===== src/rtl/reg_wr_pkg.sv =====
// Shared types for the register-file write-port arbiter.
// Slot record and slot state used by reg_wr_arbiter and its interface.
package reg_wr_pkg;

  localparam int DW       = 8;
  localparam int AW       = 2;
  localparam int NREQ_MAX = 4;

  typedef struct packed {
    logic [AW-1:0] addr;
    logic [DW-1:0] data;
  } wr_req_t;

  typedef enum logic {
    SLOT_EMPTY,
    SLOT_FULL
  } slot_state_t;

endpackage


===== src/rtl/reg_wr_arbiter_if.sv =====
// Writeback request bus, register-file write port and bypass taps.
// master = requester/read side, slave = arbiter.
interface reg_wr_arbiter_if #(
  parameter int NREQ = 3
) ();
  import reg_wr_pkg::*;

  logic [NREQ-1:0]    req_valid;
  logic [NREQ*AW-1:0] req_addr;
  logic [NREQ*DW-1:0] req_data;
  logic [NREQ-1:0]    req_ready;
  logic               port_stall;
  logic               wr_en;
  logic [AW-1:0]      wr_addr;
  logic [DW-1:0]      wr_data;
  logic [1:0]         wr_src;
  logic [NREQ-1:0]    pend;
  logic [AW-1:0]      rd_addr_a;
  logic [AW-1:0]      rd_addr_b;
  logic               byp_hit_a;
  logic               byp_hit_b;
  logic [DW-1:0]      byp_data_a;
  logic [DW-1:0]      byp_data_b;

  modport master (
    output req_valid, req_addr, req_data, port_stall,
    output rd_addr_a, rd_addr_b,
    input  req_ready, wr_en, wr_addr, wr_data, wr_src, pend,
    input  byp_hit_a, byp_hit_b, byp_data_a, byp_data_b
  );

  modport slave (
    input  req_valid, req_addr, req_data, port_stall,
    input  rd_addr_a, rd_addr_b,
    output req_ready, wr_en, wr_addr, wr_data, wr_src, pend,
    output byp_hit_a, byp_hit_b, byp_data_a, byp_data_b
  );

endinterface


===== src/rtl/rr_arbiter.sv =====
// Combinational round-robin picker: first request at or after i_ptr wins.
// The pointer register itself is owned by the caller.
module rr_arbiter #(
  parameter int N = 3
) (
  input  logic [N-1:0] i_req,
  input  logic [1:0]   i_ptr,
  input  logic         i_stall,
  output logic [N-1:0] o_grant,
  output logic [1:0]   o_next_ptr
);

  always_comb begin
    int best;
    int win;
    int d;
    best       = N;
    win        = 0;
    d          = 0;
    o_grant    = '0;
    o_next_ptr = i_ptr;
    // Rotated distance from the pointer; smallest distance wins.
    for (int j = 0; j < N; j++) begin
      d = (j - int'(i_ptr) + 2 * N) % N;
      if (!i_stall && i_req[j] && d < best) begin
        best = d;
        win  = j;
      end
    end
    for (int j = 0; j < N; j++) begin
      if (best < N && j == win) begin
        o_grant[j] = 1'b1;
        o_next_ptr = 2'((j + 1) % N);
      end
    end
  end

endmodule


===== src/rtl/reg_wr_arbiter.sv =====
// Round-robin arbiter for the register-file write port, 1-entry slot per source.
// Define REG_WR_BYPASS_EN to enable read bypass from pending/in-flight writes.
module reg_wr_arbiter
  import reg_wr_pkg::*;
#(
  parameter int NREQ = 3
) (
  input  logic             clk,
  input  logic             reset,
  reg_wr_arbiter_if.slave  bus
);

  slot_state_t     r_st   [NREQ];
  wr_req_t         r_slot [NREQ];
  logic [1:0]      r_ptr;
  logic            r_wr_en;
  logic [AW-1:0]   r_wr_addr;
  logic [DW-1:0]   r_wr_data;
  logic [1:0]      r_wr_src;

  wr_req_t         w_in   [NREQ];
  logic [NREQ-1:0] w_full;
  logic [NREQ-1:0] w_grant;
  logic [NREQ-1:0] w_ready;
  logic [NREQ-1:0] w_acc;
  logic [1:0]      w_next_ptr;
  wr_req_t         w_win;
  logic [1:0]      w_win_idx;

  always_comb begin
    for (int i = 0; i < NREQ; i++) begin
      w_full[i]    = (r_st[i] == SLOT_FULL);
      w_in[i].addr = bus.req_addr[i*AW +: AW];
      w_in[i].data = bus.req_data[i*DW +: DW];
    end
  end

  rr_arbiter #(.N(NREQ)) u_rr (
    .i_req      (w_full),
    .i_ptr      (r_ptr),
    .i_stall    (bus.port_stall),
    .o_grant    (w_grant),
    .o_next_ptr (w_next_ptr)
  );

  // Keep at most one FULL slot per address so same-address writes stay ordered.
  always_comb begin
    logic [NREQ-1:0] haz;
    logic [NREQ-1:0] acc;
    logic [NREQ-1:0] rdy;
    haz = '0;
    acc = '0;
    rdy = '0;
    for (int i = 0; i < NREQ; i++) begin
      for (int j = 0; j < NREQ; j++) begin
        if (j != i && w_full[j] && !w_grant[j] &&
            r_slot[j].addr == w_in[i].addr)
          haz[i] = 1'b1;
        if (j < i && acc[j] && w_in[j].addr == w_in[i].addr)
          haz[i] = 1'b1;
      end
      rdy[i] = (!w_full[i] || w_grant[i]) && !haz[i];
      acc[i] = bus.req_valid[i] && rdy[i];
    end
    w_ready = rdy;
    w_acc   = acc;
  end

  always_comb begin
    w_win     = '0;
    w_win_idx = '0;
    for (int i = 0; i < NREQ; i++) begin
      if (w_grant[i]) begin
        w_win     = r_slot[i];
        w_win_idx = 2'(i);
      end
    end
  end

  always_ff @(posedge clk or posedge reset) begin
    if (reset) begin
      for (int i = 0; i < NREQ; i++) begin
        r_st[i]   <= SLOT_EMPTY;
        r_slot[i] <= '0;
      end
      r_ptr     <= '0;
      r_wr_en   <= 1'b0;
      r_wr_addr <= '0;
      r_wr_data <= '0;
      r_wr_src  <= '0;
    end else begin
      for (int i = 0; i < NREQ; i++) begin
        if (w_acc[i]) begin
          r_st[i]   <= SLOT_FULL;
          r_slot[i] <= w_in[i];
        end else if (w_grant[i]) begin
          r_st[i] <= SLOT_EMPTY;
        end
      end
      if (|w_grant) begin
        r_ptr     <= w_next_ptr;
        r_wr_en   <= 1'b1;
        r_wr_addr <= w_win.addr;
        r_wr_data <= w_win.data;
        r_wr_src  <= w_win_idx;
      end else begin
        r_wr_en <= 1'b0;
      end
    end
  end

  assign bus.req_ready = w_ready;
  assign bus.pend      = w_full;
  assign bus.wr_en     = r_wr_en;
  assign bus.wr_addr   = r_wr_addr;
  assign bus.wr_data   = r_wr_data;
  assign bus.wr_src    = r_wr_src;

`ifdef REG_WR_BYPASS_EN
  logic          w_hit_a;
  logic          w_hit_b;
  logic [DW-1:0] w_bd_a;
  logic [DW-1:0] w_bd_b;

  // In-flight first, then FULL slots override: slots are always newer.
  always_comb begin
    w_hit_a = 1'b0;
    w_hit_b = 1'b0;
    w_bd_a  = '0;
    w_bd_b  = '0;
    if (r_wr_en && r_wr_addr == bus.rd_addr_a) begin
      w_hit_a = 1'b1;
      w_bd_a  = r_wr_data;
    end
    if (r_wr_en && r_wr_addr == bus.rd_addr_b) begin
      w_hit_b = 1'b1;
      w_bd_b  = r_wr_data;
    end
    for (int i = 0; i < NREQ; i++) begin
      if (w_full[i] && r_slot[i].addr == bus.rd_addr_a) begin
        w_hit_a = 1'b1;
        w_bd_a  = r_slot[i].data;
      end
      if (w_full[i] && r_slot[i].addr == bus.rd_addr_b) begin
        w_hit_b = 1'b1;
        w_bd_b  = r_slot[i].data;
      end
    end
  end

  assign bus.byp_hit_a  = w_hit_a;
  assign bus.byp_hit_b  = w_hit_b;
  assign bus.byp_data_a = w_bd_a;
  assign bus.byp_data_b = w_bd_b;
`else
  logic w_unused_rd;
  assign w_unused_rd    = ^{bus.rd_addr_a, bus.rd_addr_b};
  assign bus.byp_hit_a  = 1'b0;
  assign bus.byp_hit_b  = 1'b0;
  assign bus.byp_data_a = '0;
  assign bus.byp_data_b = '0;
`endif

endmodule

===== src/flat_wrapper.sv =====
// flat-port wrapper written by rule: the top's interface ports become plain ports
module reg_wr_arbiter_flat import reg_wr_pkg::*;
#(
  parameter int NREQ = 3
)
  (clk, reset, bus_req_valid, bus_req_addr, bus_req_data, bus_port_stall, bus_rd_addr_a, bus_rd_addr_b, bus_req_ready, bus_wr_en, bus_wr_addr, bus_wr_data, bus_wr_src, bus_pend, bus_byp_hit_a, bus_byp_hit_b, bus_byp_data_a, bus_byp_data_b);
  reg_wr_arbiter_if #(.NREQ(NREQ)) bus_i ();
  input  logic clk;
  input  logic reset;
  input wire logic [$bits(bus_i.req_valid)-1:0] bus_req_valid;
  input wire logic [$bits(bus_i.req_addr)-1:0] bus_req_addr;
  input wire logic [$bits(bus_i.req_data)-1:0] bus_req_data;
  input wire logic [$bits(bus_i.port_stall)-1:0] bus_port_stall;
  input wire logic [$bits(bus_i.rd_addr_a)-1:0] bus_rd_addr_a;
  input wire logic [$bits(bus_i.rd_addr_b)-1:0] bus_rd_addr_b;
  output wire logic [$bits(bus_i.req_ready)-1:0] bus_req_ready;
  output wire logic [$bits(bus_i.wr_en)-1:0] bus_wr_en;
  output wire logic [$bits(bus_i.wr_addr)-1:0] bus_wr_addr;
  output wire logic [$bits(bus_i.wr_data)-1:0] bus_wr_data;
  output wire logic [$bits(bus_i.wr_src)-1:0] bus_wr_src;
  output wire logic [$bits(bus_i.pend)-1:0] bus_pend;
  output wire logic [$bits(bus_i.byp_hit_a)-1:0] bus_byp_hit_a;
  output wire logic [$bits(bus_i.byp_hit_b)-1:0] bus_byp_hit_b;
  output wire logic [$bits(bus_i.byp_data_a)-1:0] bus_byp_data_a;
  output wire logic [$bits(bus_i.byp_data_b)-1:0] bus_byp_data_b;
  assign bus_i.req_valid = bus_req_valid;
  assign bus_i.req_addr = bus_req_addr;
  assign bus_i.req_data = bus_req_data;
  assign bus_i.port_stall = bus_port_stall;
  assign bus_i.rd_addr_a = bus_rd_addr_a;
  assign bus_i.rd_addr_b = bus_rd_addr_b;
  assign bus_req_ready = bus_i.req_ready;
  assign bus_wr_en = bus_i.wr_en;
  assign bus_wr_addr = bus_i.wr_addr;
  assign bus_wr_data = bus_i.wr_data;
  assign bus_wr_src = bus_i.wr_src;
  assign bus_pend = bus_i.pend;
  assign bus_byp_hit_a = bus_i.byp_hit_a;
  assign bus_byp_hit_b = bus_i.byp_hit_b;
  assign bus_byp_data_a = bus_i.byp_data_a;
  assign bus_byp_data_b = bus_i.byp_data_b;
  reg_wr_arbiter #(.NREQ(NREQ)) u_core (.clk(clk), .reset(reset), .bus(bus_i));
endmodule

===== config.mk =====
export PLATFORM = sky130hd
export DESIGN_NAME = reg_wr_arbiter_flat
export DESIGN_NICKNAME = d
export VERILOG_FILES = /design/src/rtl/reg_wr_pkg.sv /design/src/rtl/reg_wr_arbiter_if.sv /design/src/rtl/rr_arbiter.sv /design/src/rtl/reg_wr_arbiter.sv /design/src/flat_wrapper.sv
export SDC_FILE = /design/constraint.sdc
export NUM_CORES = 1
export LEC_CHECK = 0
export BUFFER_PORTS_ARGS = -buffer_cell sky130_fd_sc_hd__buf_4
export CAP_MARGIN = 20
export CORE_MARGIN = 2
export CORE_UTILIZATION = 35
export DETAILED_ROUTE_END_ITERATION = 6
export GPL_ROUTABILITY_DRIVEN = 0
export PLACE_DENSITY = 0.65
export SETUP_SLACK_MARGIN = 0.02
export SLEW_MARGIN = 20
export SYNTH_ARGS = -nofsm -noshare
export SYNTH_HDL_FRONTEND = slang
export SYNTH_SLANG_ARGS = --single-unit

===== constraint.sdc =====
create_clock -name clk -period 11.62 [get_ports clk]
set_clock_uncertainty 0.05 [all_clocks]
set_input_delay 0.581 -clock clk [delete_from_list [all_inputs] [get_ports clk]]
set_output_delay 0.581 -clock clk [all_outputs]
set_load 0.02 [all_outputs]

==> run_summary.xml <==
<?xml version="1.0" encoding="UTF-8"?>
<metrics>
  <group name="clock_network">
    <metric name="clock_path_buffers" unit="">2</metric>
    <metric name="postCtsSetupBuffers" unit="">0</metric>
    <metric name="clock_tree_from_tritoncts" unit="">built</metric>
    <metric name="hold_buffers" unit="">0</metric>
    <metric name="tritoncts.num_buffers" unit="">5</metric>
    <metric name="cts_htree_levels" unit="">2</metric>
    <metric name="worstSkewPairLatency" unit="ps">290</metric>
    <metric name="tritoncts_num_sinks" unit="">48</metric>
    <metric name="cts.clk_slew.worst_paths" unit="ps">60</metric>
    <metric name="postCtsResizedCells" unit="">0</metric>
    <metric name="cts-root-buf" unit="">sky130_fd_sc_hd__clkbuf_16</metric>
  </group>
  <group name="critical_path">
    <metric name="worst-endpoint-required" unit="ps">10990</metric>
    <metric name="data_arrival_time_of_the_critical_path" unit="ps">10160</metric>
    <metric name="cp-start-kind" unit="">flop</metric>
    <metric name="crit_slowest_cell" unit="">sky130_fd_sc_hd__a2111oi_0</metric>
    <metric name="timing.critical_path.to_type" unit="">output pin</metric>
    <metric name="critical-path-top-cell-by-count" unit="">sky130_fd_sc_hd__ha_1</metric>
    <metric name="critical_path_class" unit="">reg2out</metric>
    <metric name="cp_max_fo" unit="">52</metric>
    <metric name="cpPeakStageDelay" unit="ps">750</metric>
    <metric name="worst-r2r-setup-slack" unit="ps">1230</metric>
  </group>
  <group name="synthesis">
    <metric name="synth-edff-count" unit="">0</metric>
    <metric name="synth.cells.most_frequent" unit="">71 x sky130_fd_sc_hd__ha_1, 60 x sky130_fd_sc_hd__a21oi_1, 48 x sky130_fd_sc_hd__dfrtp_1</metric>
    <metric name="synth_seq_area_share" unit="">0.245</metric>
    <metric name="synthMostInstantiatedCell" unit="">sky130_fd_sc_hd__ha_1</metric>
    <metric name="synthCells" unit="">565</metric>
    <metric name="synth-main-ff-cell" unit="">sky130_fd_sc_hd__dfrtp_1</metric>
    <metric name="yosysUniqueCellTypes" unit="">67</metric>
    <metric name="yosys_top_cell_area_share" unit="">0.245</metric>
    <metric name="yosys_warnings" unit="">0</metric>
    <metric name="share_of_synthesized_registers_carrying_an_async_set_or_reset" unit="">1.00</metric>
    <metric name="mappedNetlistArea" unit="sq um">4890</metric>
    <metric name="syn-mean-instance-area" unit="sq um">8.66</metric>
    <metric name="synth.ff_latch_count" unit="">48</metric>
    <metric name="yosysTopAreaCell" unit="">sky130_fd_sc_hd__dfrtp_1</metric>
    <metric name="synthTopCellsByArea" unit="">sky130_fd_sc_hd__dfrtp_1 25%, sky130_fd_sc_hd__ha_1 18%, sky130_fd_sc_hd__a21oi_1 6.1%</metric>
  </group>
  <group name="power">
    <metric name="total_power" unit="mW">1.88</metric>
    <metric name="p_leak" unit="nW">2.49</metric>
    <metric name="power-per-cell-area" unit="nW/um^2">335</metric>
    <metric name="peakVddDrop" unit="uV">194</metric>
  </group>
  <group name="placement">
    <metric name="hpwl" unit="um">9230</metric>
    <metric name="place.port_buffers" unit="">54</metric>
    <metric name="post_place_cell_area" unit="sq um">5430</metric>
    <metric name="numPlacedInstances" unit="">779</metric>
  </group>
  <group name="routing">
    <metric name="ant_nets" unit="">0</metric>
    <metric name="via_count" unit="">4483</metric>
    <metric name="detail_route.iter0.violations" unit="">250</metric>
    <metric name="detail_route.drc_violations" unit="">0</metric>
    <metric name="drt-total-wl" unit="um">12500</metric>
    <metric name="detailedRoute.firstPassIterationCount" unit="">5</metric>
    <metric name="routedWlPerCell" unit="um">15.8</metric>
    <metric name="drt-vias-per-instance" unit="">5.70</metric>
  </group>
  <group name="die">
    <metric name="std_cell_rows" unit="">43</metric>
    <metric name="core" unit="sq um">13800</metric>
    <metric name="initial_utilization" unit="">0.355</metric>
    <metric name="boundaryPins" unit="">77</metric>
    <metric name="design.die.area" unit="sq um">14900</metric>
    <metric name="die_x" unit="um">122</metric>
    <metric name="floorplan.die.height" unit="um">122</metric>
  </group>
  <group name="status">
    <metric name="outcome" unit="">complete, no violations</metric>
  </group>
  <group name="sta">
    <metric name="report.final.slew_viol_count" unit="">0</metric>
    <metric name="slew-limit-headroom" unit="">0.412</metric>
    <metric name="min_period_over_period" unit="">0.928</metric>
    <metric name="rsz0062_at_grt" unit="">no</metric>
    <metric name="timing_worst_slew_pin_value" unit="ps">860</metric>
    <metric name="hold_viol_final" unit="">0</metric>
    <metric name="setup_viol" unit="">0</metric>
    <metric name="fin_crit" unit="ps">10790</metric>
    <metric name="finalSetupTns" unit="ps">0</metric>
    <metric name="max_clock_freq" unit="GHz">0.0927</metric>
  </group>
  <group name="global_route">
    <metric name="global_route.peak_usage_layer" unit="">met2</metric>
    <metric name="global_route.usage.met2" unit="">0.285</metric>
    <metric name="antenna_found_initial" unit="">0</metric>
    <metric name="grt_overflow" unit="">0</metric>
    <metric name="first_global_vias" unit="">4381</metric>
    <metric name="grt.met1_usage" unit="">0.226</metric>
    <metric name="grtUsageTotal" unit="">0.169</metric>
    <metric name="use_met3" unit="">0.0228</metric>
    <metric name="global_route_wire_length_before_repair" unit="um">20900</metric>
    <metric name="grt_max_degree" unit="">53</metric>
  </group>
  <group name="layout">
    <metric name="num-nets-final" unit="">717</metric>
    <metric name="finish.instance_area" unit="sq um">5610</metric>
    <metric name="fillerInstances" unit="">1397</metric>
    <metric name="antenna_cells" unit="">0</metric>
    <metric name="layout-area-overhead-vs-synth" unit="%">14.7</metric>
    <metric name="layout_cells_sized_above_1" unit="">0.183</metric>
    <metric name="fin_util" unit="">0.407</metric>
    <metric name="count_of_placed_standard_cells_in_the_final_layout_fillers_left_out" unit="">787</metric>
  </group>
  <group name="flow_run">
    <metric name="drv_cap" unit="">0</metric>
  </group>
  <group name="worst_hold_path">
    <metric name="hold_path.class" unit="">in2async</metric>
  </group>
</metrics>
==> layout make-up <==
class                   count  area (sq um)  area share
flip-flops and latches     48          1200       0.214
multi-input cells         461          3410       0.607
repair buffers             66           508      0.0905
inverters                  24          91.3      0.0163
clock buffers               6           139      0.0247
clock inverters             2          38.8     0.00691
well taps                 180           225      0.0401
==> layout by cell type (no fill, tap or decap), types with 5 or more instances in the layout <==
| cell | synthesis | layout |
|---|---|---|
| sky130_fd_sc_hd__mux2i_1 | 12 | 12 |
| sky130_fd_sc_hd__nand4_1 | 12 | 12 |
| sky130_fd_sc_hd__mux2_1 | 10 | 10 |
| sky130_fd_sc_hd__or2_2 | 7 | 7 |
| sky130_fd_sc_hd__o21ai_0 | 18 | 18 |
| sky130_fd_sc_hd__a21o_1 | 5 | 5 |
| sky130_fd_sc_hd__inv_1 | 23 | 22 |
| sky130_fd_sc_hd__a211oi_1 | 18 | 18 |
| sky130_fd_sc_hd__buf_4 | 20 | 65 |
| sky130_fd_sc_hd__nand3_1 | 29 | 29 |
| sky130_fd_sc_hd__dfrtp_1 | 48 | 48 |
| sky130_fd_sc_hd__nand2_1 | 29 | 29 |
| sky130_fd_sc_hd__xor2_1 | 6 | 6 |
| sky130_fd_sc_hd__mux2_2 | 21 | 21 |
| sky130_fd_sc_hd__ha_1 | 71 | 71 |
| sky130_fd_sc_hd__xnor2_1 | 13 | 13 |
| sky130_fd_sc_hd__nand2b_1 | 5 | 5 |
| sky130_fd_sc_hd__nor3_1 | 16 | 16 |
| sky130_fd_sc_hd__conb_1 | 1 | 20 |
| sky130_fd_sc_hd__a21oi_1 | 60 | 60 |
| sky130_fd_sc_hd__nor2_1 | 35 | 35 |
| sky130_fd_sc_hd__clkbuf_16 | 0 | 5 |
==> sequential cells by signal, indices dropped and copies added, names as in the netlist <==
register            flops
u_core.r_slot          30
u_core.bus.wr_addr      2
u_core.r_ptr            2
u_core.bus.wr_en        1
u_core.bus.wr_src       2
u_core.bus.pend         3
u_core.bus.wr_data      8
==> where the power goes <==
group / switching (mW) / internal (mW)
clock: 0.0617 / 0.108
combinational: 0.817 / 0.567
sequential: 0.0640 / 0.263
total: 0.942 / 0.938
==> cells by family after synthesis <==
logic type | Yosys count | synth area share
buffers and inverters | 75 | 0.0741
muxes | 43 | 0.0959
DFF | 48 | 0.245
xor gates and xnor gates | 19 | 0.0340
AOI/OAI and AO/OA | 151 | 0.204
other | 1 | 0.000766
adders and majority gates | 71 | 0.182
and+or+nand+nor | 157 | 0.164
==> through the flow <==
step	setup slack [ps]	hold slack, ps
after floorplan	2420	409
after global placement	1340	420
after detailed placement	1300	429
after CTS	887	441
after global routing	50.6	447
final	832	379
==> worst max-delay path, delay by kind of cell, from the launching register on <==
kind                     cells  cell delay, ps
AND/OR/NAND/NOR             14            3710
AO/OA/AOI/OAI               11            3700
buffers and inverters        5            1130
adder cells (fa/ha/maj)      3             840
flip-flops                   1             450
==> final timing paths <==
| path | startpoint | endpoint | cells after the start |
|---|---|---|---|
| max in group asynchronous | reset | u_core.r_slot[16] | 2 |
| hold / removal | reset | u_core.r_slot[29] | 2 |
| setup / recovery | u_core.r_ptr[0] | bus_req_ready[2] | 33 |
| hold reg to reg | u_core.r_slot[0] | u_core.r_slot[0] | 1 |
| min in group clk | u_core.r_slot[0] | u_core.r_slot[0] | 1 |
| setup reg to reg | u_core.r_ptr[0] | u_core.r_slot[6] | 34 |
==> metal layers <==
metal,wire length (um),vias to the layer above
met3,686,16
li1,-,2146
met2,6050,145
met4,169,0
met1,5570,2176
met5,0,-
Note: power is estimated with default switching activity, not from simulation.
